### src/rtl/ppu_fb_writer.sv
// Generates the 256x240 palette-index raster and drives the frame buffer write port from a source stream or test patterns.
// Latency 1 cycle from pixel accept to CS; the source stalls the raster via src_valid, and src_ready is high only in ACTIVE.
module ppu_fb_writer #(
    parameter int H_PIX         = 256,
    parameter int V_PIX         = 240,
    parameter int VBLANK_CYCLES = 6820
) (
    input  logic       ppu_clk,
    input  logic       rst,
    input  logic       start,
    input  logic       cont,
    input  logic [1:0] mode,
    input  logic [5:0] solid_color,
    input  logic       src_valid,
    input  logic [5:0] src_data,
    output logic       src_ready,
    output logic [7:0] ppu_ptr_x,
    output logic [7:0] ppu_ptr_y,
    output logic [5:0] ppu_DI,
    output logic       CS,
    output logic       busy,
    output logic       vblank,
    output logic       frame_done,
    output logic [7:0] frame_cnt
);

    localparam int              VB_W    = (VBLANK_CYCLES > 1) ? $clog2(VBLANK_CYCLES) : 1;
    localparam logic [7:0]      X_LAST  = 8'(H_PIX - 1);
    localparam logic [7:0]      Y_LAST  = 8'(V_PIX - 1);
    localparam logic [VB_W-1:0] VB_LOAD = VB_W'(VBLANK_CYCLES - 1);

    typedef enum logic [1:0] {
        ST_IDLE   = 2'd0,
        ST_ACTIVE = 2'd1,
        ST_VBLANK = 2'd2
    } state_t;

    state_t          state_q;
    logic [1:0]      mode_q;
    logic [5:0]      solid_q;
    logic [7:0]      x_q, y_q, x_d, y_d;
    logic [VB_W-1:0] vb_cnt_q;
    logic [7:0]      ptr_x_q, ptr_y_q, frame_cnt_q;
    logic [5:0]      di_q, pix_d;
    logic            cs_q, frame_done_q;
    logic            accept, last_pix;

    function automatic logic [5:0] bar_color(input logic [2:0] idx);
        case (idx)
            3'd0:    return 6'h30;
            3'd1:    return 6'h28;
            3'd2:    return 6'h2C;
            3'd3:    return 6'h2A;
            3'd4:    return 6'h24;
            3'd5:    return 6'h16;
            3'd6:    return 6'h12;
            default: return 6'h0F;
        endcase
    endfunction

    assign src_ready = (state_q == ST_ACTIVE);
    assign accept    = src_ready && ((mode_q != 2'd0) || src_valid);
    assign last_pix  = (x_q == X_LAST) && (y_q == Y_LAST);

    always_comb begin
        pix_d = solid_q;
        case (mode_q)
            2'd0:    pix_d = src_data;
            2'd1:    pix_d = bar_color(x_q[7:5]);
            2'd2:    pix_d = (x_q[3] ^ y_q[3]) ? 6'h30 : 6'h0F;
            default: pix_d = solid_q;
        endcase
    end

    // Raster advances only on acceptance so source gaps never skip a pixel.
    always_comb begin
        x_d = x_q;
        y_d = y_q;
        if (accept) begin
            if (x_q == X_LAST) begin
                x_d = 8'd0;
                y_d = (y_q == Y_LAST) ? 8'd0 : y_q + 8'd1;
            end else begin
                x_d = x_q + 8'd1;
            end
        end
    end

    always_ff @(posedge ppu_clk) begin
        if (!rst) begin
            state_q      <= ST_IDLE;
            mode_q       <= 2'd0;
            solid_q      <= 6'd0;
            x_q          <= 8'd0;
            y_q          <= 8'd0;
            vb_cnt_q     <= '0;
            ptr_x_q      <= 8'd0;
            ptr_y_q      <= 8'd0;
            di_q         <= 6'd0;
            cs_q         <= 1'b0;
            frame_done_q <= 1'b0;
            frame_cnt_q  <= 8'd0;
        end else begin
            cs_q         <= accept;
            frame_done_q <= accept && last_pix;
            x_q          <= x_d;
            y_q          <= y_d;
            if (frame_done_q) begin
                frame_cnt_q <= frame_cnt_q + 8'd1;
            end
            if (accept) begin
                ptr_x_q <= x_q;
                ptr_y_q <= y_q;
                di_q    <= pix_d;
            end
            case (state_q)
                ST_IDLE: begin
                    if (start) begin
                        state_q <= ST_ACTIVE;
                        mode_q  <= mode;
                        solid_q <= solid_color;
                    end
                end
                ST_ACTIVE: begin
                    // The last pixel's output cycle is already the first VBLANK cycle.
                    if (accept && last_pix) begin
                        state_q  <= ST_VBLANK;
                        vb_cnt_q <= VB_LOAD;
                    end
                end
                ST_VBLANK: begin
                    if (vb_cnt_q == '0) begin
                        if (cont) begin
                            state_q <= ST_ACTIVE;
                            mode_q  <= mode;
                            solid_q <= solid_color;
                        end else begin
                            state_q <= ST_IDLE;
                        end
                    end else begin
                        vb_cnt_q <= vb_cnt_q - 1'b1;
                    end
                end
                default: state_q <= ST_IDLE;
            endcase
        end
    end

    assign ppu_ptr_x  = ptr_x_q;
    assign ppu_ptr_y  = ptr_y_q;
    assign ppu_DI     = di_q;
    assign CS         = cs_q;
    assign busy       = (state_q != ST_IDLE);
    assign vblank     = (state_q == ST_VBLANK);
    assign frame_done = frame_done_q;
    assign frame_cnt  = frame_cnt_q;

endmodule

### config.mk
export PLATFORM = sky130hd
export DESIGN_NAME = ppu_fb_writer
export DESIGN_NICKNAME = d
export VERILOG_FILES = /design/src/rtl/ppu_fb_writer.sv
export SDC_FILE = /design/constraint.sdc
export NUM_CORES = 1
export LEC_CHECK = 0
export BUFFER_PORTS_ARGS = -buffer_cell sky130_fd_sc_hd__buf_2
export CAP_MARGIN = 30
export CORE_MARGIN = 5
export CORE_UTILIZATION = 40
export CTS_CLUSTER_SIZE = 25
export DETAILED_ROUTE_END_ITERATION = 16
export MAX_ROUTING_LAYER = met4
export PLACE_DENSITY = 0.69
export SYNTH_ARGS = -nofsm -noshare
export SYNTH_HDL_FRONTEND = slang
export SYNTH_SLANG_ARGS = --single-unit
export TNS_END_PERCENT = 20
### constraint.sdc
create_clock -name ppu_clk -period 3 [get_ports ppu_clk]
set_input_delay 0.45 -clock ppu_clk [delete_from_list [all_inputs] [get_ports ppu_clk]]
set_output_delay 0.45 -clock ppu_clk [all_outputs]
set_load 0.03 [all_outputs]
==> results of run 1 <==
[metrics by stage]
stage,power (mW),instance area [um^2],hold slack (ps),utilization (%)
finish,1.83,3700,326,47.9
global route,1.91,3700,323,47.9
CTS,1.85,3700,312,47.9
detailed placement,1.12,3520,447,45.5
global placement,1.12,3520,444,45.5
floorplan,1.08,3170,433,-
[power groups by stage]
stage               logic (mW)  registers (mW)  clock network [mW]
global placement         0.125           0.997                   0
floorplan               0.0772            1.00                   0
detailed placement       0.126           0.997                   0
CTS                      0.127           0.975               0.751
global route             0.140           0.978               0.794
finish                   0.125           0.975               0.733
[synth_stat cells (2+ instances only)]
library cell and n:
sky130_fd_sc_hd__nor2_1 36, sky130_fd_sc_hd__mux4_2 2, sky130_fd_sc_hd__xnor2_1 15, sky130_fd_sc_hd__buf_1 4, sky130_fd_sc_hd__nand2_1 67, sky130_fd_sc_hd__and3_1 2, sky130_fd_sc_hd__nor2b_1 4, sky130_fd_sc_hd__dfxtp_1 71
sky130_fd_sc_hd__ha_1 5, sky130_fd_sc_hd__xor2_1 9, sky130_fd_sc_hd__inv_1 9, sky130_fd_sc_hd__a31oi_1 2, sky130_fd_sc_hd__a21oi_1 40, sky130_fd_sc_hd__a211oi_1 2, sky130_fd_sc_hd__nor4_1 7, sky130_fd_sc_hd__o31a_1 2
sky130_fd_sc_hd__nor3_1 14, sky130_fd_sc_hd__nand2b_1 2, sky130_fd_sc_hd__o211ai_1 2, sky130_fd_sc_hd__or3_1 6, sky130_fd_sc_hd__and4_1 2, sky130_fd_sc_hd__or4b_2 2, sky130_fd_sc_hd__a21boi_0 2, sky130_fd_sc_hd__mux2i_1 2
sky130_fd_sc_hd__or2_2 2, sky130_fd_sc_hd__o21ai_0 20, sky130_fd_sc_hd__o31ai_1 2, sky130_fd_sc_hd__clkbuf_1 18, sky130_fd_sc_hd__nand3_1 18, sky130_fd_sc_hd__nand4_1 5
[cells by family after synthesis]
logic type | count (synthesis) | synth area share (%)
adder cells (fa/ha/maj) | 6 | 2.29
XOR/XNOR | 24 | 6.64
AND/OR/NAND/NOR | 174 | 26.4
AO/OA/AOI/OAI | 76 | 13.5
flip-flops | 71 | 44.9
buffers and inverters | 33 | 3.95
multiplexers | 5 | 2.41
[worst max-delay path: stages (launching register included)]
cell	delay [ps]
sky130_fd_sc_hd__dfxtp_1	350
sky130_fd_sc_hd__or4_1	660
sky130_fd_sc_hd__or4b_4	540
sky130_fd_sc_hd__nor3_2	170
sky130_fd_sc_hd__mux2_1	330
sky130_fd_sc_hd__o21a_1	160
[layout make-up]
class / instances / area share [%]
clock buffer: 10 / 3.72
clock inverter: 4 / 1.28
inverter: 10 / 1.01
multi-input combinational: 285 / 44.2
sequential: 71 / 38.4
tap: 102 / 3.45
timing repair buffer: 57 / 7.98
[per-layer routing]
layer | part of all wire, % | up-vias | global-route usage (%) | routed length [um]
li1 | - | 1428 | - | -
met1 | 48 | 1301 | 19.6 | 3350
met2 | 47 | 65 | 24.1 | 3280
met3 | 4.5 | 10 | 3.04 | 315
met4 | 1.4 | 0 | 6.09 | 97
met5 | 0 | - | - | 0
[sequential cells by signal, summed over array words and instances (netlist names), 2 cells and up]
| register | count |
|---|---|
| frame_cnt | 8 |
| mode_q | 2 |
| ppu_DI | 6 |
| ppu_ptr_x | 8 |
| ppu_ptr_y | 8 |
| solid_q | 6 |
| state_q | 2 |
| vb_cnt_q | 13 |
| x_q | 8 |
| y_q | 8 |
[worst paths after layout]
path | from | end | slack [ps] | cells after the start
setup / recovery | vb_cnt_q[4]$_SDFFE_PN0P_ | vb_cnt_q[11]$_SDFFE_PN0P_ | 690 | 5
hold / removal | solid_color[3] | solid_q[3]$_SDFFE_PN0P_ | 330 | 3
setup reg to reg | vb_cnt_q[4]$_SDFFE_PN0P_ | vb_cnt_q[11]$_SDFFE_PN0P_ | 690 | 5
hold reg to reg | ppu_ptr_x[1]$_SDFFE_PN0P_ | ppu_ptr_x[1]$_SDFFE_PN0P_ | 450 | 2
==> metrics.md, run 1 <==
| Metric | Value |
|---|---|
| Outcome | completed |
| Total nets after synthesis | 413 |
| Number of global-route vias before repair | between 2,000 and 3,000 |
| Worst-Margin Slew | 779 ps |
| Drt initial violations | 145 |
| Final setup violating endpoints | 0 |
| Ratio of routed vias to standard cells | 5.20 |
| Leading cell types by total area after synthesis | sky130_fd_sc_hd__dfxtp_1, sky130_fd_sc_hd__nand2_1, sky130_fd_sc_hd__a21oi_1 |
| Fraction of final layout cells sized beyond drive strength 1 | between 10% and 20% |
| WS Path Type | reg2reg |
| Maximum fanout encountered on the critical timing path | 6 |
| Clock network power share | 40.0% |
| Setup WS post-layout | 690 ps |
| RD Place Congestion | 0.805 |
| Antenna violations before repair | 0 |
| Combinational share of power | between 6 and 7% |
| Most frequent cells in the layout | sky130_fd_sc_hd__dfxtp_1, sky130_fd_sc_hd__nand2_1, sky130_fd_sc_hd__buf_2, sky130_fd_sc_hd__a21oi_1, sky130_fd_sc_hd__nor2_1 |
| Post-synthesis cell count | 389 |
| Wire length of the first global-routing pass | 12,200 um |
| Hold/Removal Path Class | in2reg |
| Routed WL | 7030 um |
| Library cells used by synthesis | 45 |
| Cell internal power dissipation | 1.39 mW |
| I/O pin cnt | 54 |
| Total of max-cap violations | 0 |
| Critical path arrival | 2540 ps |
| Nets | 458 |
| Final setup TNS | 0 ps |
| Power dissipated by switching net loads | 441 uW |
| Fill cell total of the finished layout | 783 |
| Remaining DRCs | 0 |
| Switch share | 24.0% |
| Synth-to-Final Area Change | 16.9% |
| Number of port buffers | 53 |
| Time the final worst path needs with I/O delays and setup | approximately 2300 ps |
| FF/Latch Area | between 0.001 and 0.0015 mm^2 |
| CTS buffer count | 9 |
| Resized cells post-CTS | 0 |
| ANT nets after route | 0 |
| Clock transition at path regs | 80 ps |
| Dominant cell type by area after synthesis | sky130_fd_sc_hd__dfxtp_1 |
| Peak ir drop on the vdd network | 239 uV |
| Total clock sinks | 71 |
| GR Util All Layers | 15.4% |
| Number of post-CTS setup repair buffers | 0 |
| F_max | approximately 430 MHz |
| Hold Vio Cnt, Final | 0 |
| Number of buffers inserted by hold repair at cts | 0 |
| Starting density of the core | 41.0% |
| Count of state elements after synthesis | 71 |
| Multi-input gate area in the final layout | between 0.0015 and 0.002 mm^2 |
| Core region area | roughly 0.0077 mm^2 |
| Horizontal extent of the die | 99.0 um |
| Startpoint class of the critical path | flop |
| Mean post-synth cell area | 8.14 um^2 |
| Req. time, crit path | ~3200 ps |
| Sequential fraction of the synthesis area | between 40% and 50% |
| Die Area | 0.00980 mm^2 |
| Pin count of the biggest net entering global routing | 46 |
| Leading cell type in the layout, fill and taps excluded | sky130_fd_sc_hd__dfxtp_1 |
| Insertion delay to the later sink of the worst-skew pair | 340 ps |
| Routed wire length per instance | 13.1 um |
| Number of warnings printed during yosys synthesis | 0 |
| Number of vias in the routed layout | 2,804 |
| Count of final max-slew check failures | 0 |
| H-Tree Depth | 3 |
| DR pass1 iterations | 4 |
| Unrepaired setup endpoints after global routing | no |
| EDFF count, synth | 0 |
| Placed insts | 525 |
| Post-Syn Area | 0.00317 mm^2 |
| Global route overflow | 0 |
| Count of non-filler cells in the finished layout | 539 |
| Remaining max-slew budget at the tightest pin | roughly half |
| Portion of the clock cycle consumed by the worst path in the final layout | between 70 and 80% |
| Clock tree buffer depth | 2 |
| Yosys top cell area share | 44.9% |
| CTS Root Buffer Type | sky130_fd_sc_hd__clkbuf_8 |
| Share of power burned in registers | a little over half |
| Proportion of register bits with asynchronous set or reset after synthesis | 0% |
| Dpl ws | 699 ps |
| Core Rows | 32 |
| Power density cells | 495 mW/mm^2 |
| Most common flop cell mapped by yosys | sky130_fd_sc_hd__dfxtp_1 |
| Half-perimeter wire length after placement | 4940 um |
| Floorplan die height | 99.0 um |
| Total leakage power | 1.41 nW |
| TritonCTS clock tree | yes |
| Clock tree skew after final layout | 9.38 ps |
| Antenna diode instance count | 0 |
| Setup crit end kind | flop |
No activity file was read; power rests on OpenSTA's default activity.
==> run 2: changes to the inputs <==
--- a/config.mk
+++ b/config.mk
@@ -12,7 +12,7 @@
 export CTS_CLUSTER_SIZE = 25
 export DETAILED_ROUTE_END_ITERATION = 16
 export MAX_ROUTING_LAYER = met4
-export PLACE_DENSITY = 0.69
+export PLACE_DENSITY = 0.71
 export SYNTH_ARGS = -nofsm -noshare
 export SYNTH_HDL_FRONTEND = slang
 export SYNTH_SLANG_ARGS = --single-unit
==> constraint.sdc (replaced) <==
create_clock -name ppu_clk -period 1.96 [get_ports ppu_clk]
set_input_delay 0.294 -clock ppu_clk [delete_from_list [all_inputs] [get_ports ppu_clk]]
set_output_delay 0.294 -clock ppu_clk [all_outputs]
set_load 0.03 [all_outputs]
==> run 2 against run 1 <==
Against the previous run:
- the flow now finishes with violations (negative setup slack)
- combinational power increased by 90%
- worst setup slack got worse by 820 ps
- count of clock-buffer cells in the layout unchanged
- clock power increased by 58%
- global-route usage increased by 0.83 points
- sequential power increased by 52%
- sequential share of layout area decreased by 3.7 points
- flip-flop and latch count unchanged
- critical path depth unchanged
- total power increased by 57%
- critical path type unchanged
- critical endpoint unchanged
==> metrics.md, run 2 (synthesis results as in run 1) <==
| Metric | Value |
|---|---|
| Worst-Margin Slew | 569 ps |
| Routed WL | 7490 um |
| Violations in the final reports | negative setup slack |
| Post-layout util | a little over half |
| Slowest cell delay on critical path | 540 ps |
| Routed wire length per instance | 12.8 um |
| Number of buffers inserted by hold repair at cts | 0 |
| Biggest register | vb_cnt_q |
| Antenna violations before repair | 0 |
| Fraction of final layout cells sized beyond drive strength 1 | 28.1% |
| Wire length of the first global-routing pass | 12,800 um |
| ANT nets after route | 0 |
| Total clock sinks | 71 |
| Power density cells | between 700 and 800 mW/mm^2 |
| Outcome | finished, violations left |
| Req. time, crit path | between 2000 and 2500 ps |
| Antenna diode instance count | 0 |
| Hold Vio Cnt, Final | 0 |
| Setup WS post-layout | -128 ps |
| Dpl ws | -167 ps |
| Count of non-filler cells in the finished layout | 583 |
| CTS buffer count | 9 |
| Maximum fanout encountered on the critical timing path | 2 |
| WS Path Type | reg2reg |
| Portion of the clock cycle consumed by the worst path in the final layout | 107% |
| Ratio of routed vias to standard cells | between 5 and 6 |
| Final setup TNS | -214 ps |
| Total of max-cap violations | 0 |
| Final setup violating endpoints | 2 |
| Setup crit end kind | flop |
| Drt initial violations | 170 |
| CTS Root Buffer Type | sky130_fd_sc_hd__clkbuf_8 |
| H-Tree Depth | 3 |
| Peak ir drop on the vdd network | 341 uV |
| Number of global-route vias before repair | 2,845 |
| Starting density of the core | approximately 40% |
| Leading cell type in the layout, fill and taps excluded | sky130_fd_sc_hd__dfxtp_1 |
| Remaining max-slew budget at the tightest pin | 62.0% |
| Number of flip-flops under the largest register name | 13 |
| Horizontal extent of the die | 99.0 um |
| Pin count of the biggest net entering global routing | 46 |
| Worst path top cell family by delay | simple AND/OR/NAND/NOR gates |
| TritonCTS clock tree | yes |
| DR pass1 iterations | 4 |
| Total leakage power | 1.64 nW |
| Die Area | just under 0.01 mm^2 |
| Floorplan die height | 99.0 um |
| Clock tree skew after final layout | 7.08 ps |
| RD Place Congestion | 0.853 |
| Slowest stage cell, crit path | sky130_fd_sc_hd__or4_4 |
| Unrepaired setup endpoints after global routing | yes |
| GR Util All Layers | between 15 and 20% |
| Clock transition at path regs | 70 ps |
| Global route overflow | 0 |
| Worst path buffer plus inverter count | 0 |
| Remaining DRCs | 0 |
| Number of port buffers | 53 |
| Insertion delay to the later sink of the worst-skew pair | roughly 350 ps |
| Half-perimeter wire length after placement | 5330 um |
| F_max | 479 MHz |
| Count of final max-slew check failures | 0 |
| Most frequent cells in the layout | sky130_fd_sc_hd__dfxtp_1, sky130_fd_sc_hd__nand2_1, sky130_fd_sc_hd__buf_2, sky130_fd_sc_hd__buf_4, sky130_fd_sc_hd__a21oi_1 |
| Hold/Removal Path Class | in2reg |
| I/O pin cnt | 54 |
| Synth-to-Final Area Change | 29.7% |
| Core Rows | 32 |
| Critical Path, Cell by Cell | or4_4 > or4b_4 > nor3_2 > mux2_1 > o21a_1 |
| Core region area | 0.00773 mm^2 |
| Clock tree buffer depth | 2 |
| Critical path arrival | 2330 ps |
| Startpoint class of the critical path | flop |
| Time the final worst path needs with I/O delays and setup | 2090 ps |
| Nets | 500 |
| Number of vias in the routed layout | 2,955 |
| Placed insts | 565 |
-- run 2: cell types whose count changed in the layout (fill, tap and decap cells not counted), moves of 2 or more --
cell,previous run,this run
sky130_fd_sc_hd__buf_12,0,2
sky130_fd_sc_hd__buf_4,4,43
sky130_fd_sc_hd__clkinv_4,0,3
sky130_fd_sc_hd__dfxtp_1,71,69
sky130_fd_sc_hd__dfxtp_2,0,2
-- run 2: through the flow --
step | hold slack (ps) | power (mW) | area [um^2]
final | 162 | 2.89 | 4110
after global routing | 170 | 3.02 | 4110
after CTS | 153 | 2.92 | 4060
after detailed placement | 445 | 1.76 | 3850
after global placement | 444 | 1.75 | 3850
after floorplan | 424 | 1.66 | 3190
-- run 2: power breakdown --
part | leakage, nW | total, mW | switching (mW) | internal, mW
Sequential | 0.575 | 1.48 | 0.0157 | 1.47
Clock | 0.101 | 1.16 | 0.568 | 0.597
Combinational | 0.960 | 0.238 | 0.147 | 0.0917
-- run 2: final timing paths --
check,startpoint,cells past startpoint,end,slack (ps)
max reg2reg,vb_cnt_q[7]$_SDFFE_PN0P_,5,vb_cnt_q[11]$_SDFFE_PN0P_,-130
min,solid_color[3],3,solid_q[3]$_SDFFE_PN0P_,160
max,vb_cnt_q[7]$_SDFFE_PN0P_,5,vb_cnt_q[11]$_SDFFE_PN0P_,-130
min reg2reg,ppu_ptr_x[1]$_SDFFE_PN0P_,2,ppu_ptr_x[1]$_SDFFE_PN0P_,450
-- run 2: timing repair --
action                                  4_1_cts  5_1_grt
resized for setup                             4        8
endpoints found under the setup margin        4       13
setup buffers                                 0        2
pin swaps                                     1        3
endpoints found under the hold margin         0        0
-- run 2: worst reg2reg max path, stage by stage (launching register included) --
cell and delay [ps]:
sky130_fd_sc_hd__dfxtp_2 320, sky130_fd_sc_hd__or4_4 540, sky130_fd_sc_hd__or4b_4 510, sky130_fd_sc_hd__nor3_2 120, sky130_fd_sc_hd__mux2_1 330, sky130_fd_sc_hd__o21a_1 160
-- run 2: layout make-up --
type | instances | area (um^2)
Fill cell | 718 | 3620
Multi-Input combinational cell | 285 | 1680
Sequential cell | 71 | 1420
Timing Repair Buffer | 99 | 639
Clock buffer | 10 | 128
Tap cell | 102 | 128
Clock inverter | 6 | 70.1
Inverter | 10 | 37.5
-- run 2: layer usage --
| metal | share of wire (%) | vias up | global-route usage (%) | wire length [um] |
|---|---|---|---|---|
| met5 | 0 | - | - | 0 |
| met1 | 46 | 1356 | 19.8 | 3480 |
| met2 | 46 | 76 | 26.0 | 3470 |
| li1 | - | 1512 | - | - |
| met3 | 5.7 | 11 | 4.25 | 426 |
| met4 | 1.4 | 0 | 5.57 | 107 |
==> run 3: changes to the inputs <==
--- a/config.mk
+++ b/config.mk
@@ -12,7 +12,6 @@
 export CTS_CLUSTER_SIZE = 25
 export DETAILED_ROUTE_END_ITERATION = 16
 export MAX_ROUTING_LAYER = met4
-export PLACE_DENSITY = 0.71
 export SYNTH_ARGS = -nofsm -noshare
 export SYNTH_HDL_FRONTEND = slang
 export SYNTH_SLANG_ARGS = --single-unit
==> run 3 against run 2 <==
Against the previous run:
- the run still ends with negative setup slack left
- total power up 5.0%
- first-iteration DRC count fell by 2.4%
- worst setup slack better by 5.3 ps
- flip-flop and latch count unchanged
- clock skew rose by 2.8 ps
- combinational power about the same
- sequential share of layout area is 0.41 points lower
- critical path type unchanged
- highest routed layer unchanged
==> metrics.md, run 3 (synthesis results as in run 1) <==
| Metric | Value |
|---|---|
| Outcome | finished, violations left |
| Violations in the final reports | negative setup slack |
| Maximum fanout encountered on the critical timing path | 2 |
| Starting density of the core | 41.0% |
| Clock transition at path regs | 70 ps |
| Number of flip-flops under the largest register name | 13 |
| H-Tree Depth | 3 |
| Cell internal power dissipation | around 2.3 mW |
| Count of non-filler cells in the finished layout | 580 |
| Worst-Margin Slew | about 460 ps |
| Number of buffers inserted by hold repair at cts | 0 |
| Clock network power share | 43.2% |
| Switch share | between 20% and 30% |
| Total leakage power | 1.65 nW |
| Routed wire length per instance | between 10 and 15 um |
| Ratio of routed vias to standard cells | between 5 and 6 |
| Number of port buffers | 53 |
| Peak ir drop on the vdd network | 350 uV |
| Final setup violating endpoints | 7 |
| F_max | 480 MHz |
| Die Area | 0.00980 mm^2 |
| Count of final max-slew check failures | 0 |
| Portion of the clock cycle consumed by the worst path in the final layout | 106% |
| Total clock sinks | 71 |
| Slowest cell delay on critical path | between 500 and 600 ps |
| Global route overflow | 0 |
| CTS Root Buffer Type | sky130_fd_sc_hd__clkbuf_8 |
| Hold/Removal Path Class | in2reg |
| Wire length of the first global-routing pass | 12,900 um |
| Horizontal extent of the die | between 90 and 100 um |
| Req. time, crit path | 2190 ps |
| Register-to-register path setup slack | -120 ps |
| Antenna diode instance count | 0 |
| Number of vias in the routed layout | 2,948 |
| Time the final worst path needs with I/O delays and setup | around 2100 ps |
| Routed WL | 7580 um |
| Launch instance of the worst register-to-register path | vb_cnt_q[7]$_SDFFE_PN0P_ |
| Insertion delay to the later sink of the worst-skew pair | between 300 and 400 ps |
| DR pass1 iterations | 4 |
| Total of max-cap violations | 0 |
| Nets | 497 |
| Share of power burned in registers | 49.0% |
| Remaining DRCs | 0 |
| ANT nets after route | 0 |
| Core Rows | 32 |
| Critical Path, Cell by Cell | or4_4 > or4b_4 > nor3_4 > mux2_4 > o21a_1 |
| Fraction of final layout cells sized beyond drive strength 1 | 28.9% |
| Antenna violations before repair | 0 |
| Destination of the worst register-to-register timing path | vb_cnt_q[11]$_SDFFE_PN0P_ |
| Power density cells | a little over 700 mW/mm^2 |
| Synth-to-Final Area Change | 31.5% |
| End of the critical path | vb_cnt_q[11]$_SDFFE_PN0P_ |
| RD Place Congestion | approximately 0.84 |
| Core region area | 0.00773 mm^2 |
| Drt initial violations | 166 |
| Critical path arrival | 2310 ps |
| CTS buffer count | 9 |
| Startpoint class of the critical path | flop |
| Placed insts | between 500 and 600 |
| Clock tree skew after final layout | about 9.9 ps |
| Post-layout util | 53.9% |
| Combinational share of power | 7.7% |
| Pin count of the biggest net entering global routing | 46 |
| GR Util All Layers | 16.3% |
| Number of global-route vias before repair | 2,799 |
| Slowest stage cell, crit path | sky130_fd_sc_hd__or4_4 |
| Min-Delay Path Depth | 3 |
| Remaining max-slew budget at the tightest pin | 69.1% |
| TritonCTS clock tree | yes |
| Setup crit end kind | flop |
| Most frequent cells in the layout | sky130_fd_sc_hd__dfxtp_1, sky130_fd_sc_hd__nand2_1, sky130_fd_sc_hd__buf_2, sky130_fd_sc_hd__a21oi_1, sky130_fd_sc_hd__buf_4 |
| Power dissipated by switching net loads | a little under 700 uW |
| Floorplan die height | 99.0 um |
| I/O pin cnt | 54 |
| Unrepaired setup endpoints after global routing | yes |
| Path depth of the worst reg2reg path | 5 |
| Launch point of the worst path | vb_cnt_q[7]$_SDFFE_PN0P_ |
| Clock tree buffer depth | 2 |
| Hold Vio Cnt, Final | 0 |
| Half-perimeter wire length after placement | around 5400 um |
| WS Path Type | reg2reg |
| Biggest register | vb_cnt_q |
| Setup WS post-layout | -123 ps |
run 3: worst min path at each step:
stage / from / end / slack, ps
finish: solid_color[5] / solid_q[5]$_SDFFE_PN0P_ / 170
global route: solid_color[0] / solid_q[0]$_SDFFE_PN0P_ / 170
CTS: solid_color[5] / solid_q[5]$_SDFFE_PN0P_ / 150
detailed placement: ppu_ptr_x[7]$_SDFFE_PN0P_ / ppu_ptr_x[7]$_SDFFE_PN0P_ / 440
global placement: ppu_ptr_x[2]$_SDFFE_PN0P_ / ppu_ptr_x[2]$_SDFFE_PN0P_ / 440
floorplan: mode[0] / mode_q[0]$_SDFFE_PN0P_ / 420
run 3: power groups by stage:
stage                     registers (mW)  clock network, mW  logic [mW]
after floorplan                     1.54                  0       0.121
after global placement              1.52                  0       0.234
after detailed placement            1.52                  0       0.236
after CTS                           1.48               1.35       0.238
after global routing                1.49               1.40       0.259
final                               1.48               1.31       0.235
run 3: what timing repair did:
item                       CTS  global route
resized for setup            3            17
pin swaps                    1             4
cloned                       0             0
buffers inserted             1             3
setup endpoints to repair   11            14
run 3: worst max-delay path, delay by kind of cell, from the launching register on:
kind,cells,cell delay (ps)
DFF,1,320
and+or+nand+nor,3,1190
muxes,1,310
AOI/OAI and AO/OA,1,160
run 3: layer usage:
metal	wire length [um]	global-route usage [%]	part of all wire [%]
met1	3540	20.8	47
met2	3590	25.1	47
met3	348	3.82	4.6
met4	107	6.30	1.4
met5	0	-	0
run 3: area by class of cell:
cell class,count,area [um^2]
fill,723,3560
multi-input combinational,285,1720
sequential,71,1430
timing repair buffer,96,629
clock buffer,13,159
tap,102,128
clock inverter,3,65.1
inverter,10,37.5
run 3: metrics by stage:
| step | hold slack (ps) | TNS (ps) | instance area, um^2 | setup slack [ps] | power [mW] |
|---|---|---|---|---|---|
| 2_1_floorplan | 424 | -310 | 3190 | -198 | 1.66 |
| 3_3_place_gp | 442 | -304 | 3820 | -107 | 1.75 |
| 3_5_place_dp | 443 | -730 | 3820 | -166 | 1.75 |
| 4_1_cts | 155 | -373 | 4070 | -118 | 3.08 |
| 5_1_grt | 170 | -1440 | 4170 | -192 | 3.15 |
| 6_report | 171 | -462 | 4170 | -123 | 3.03 |
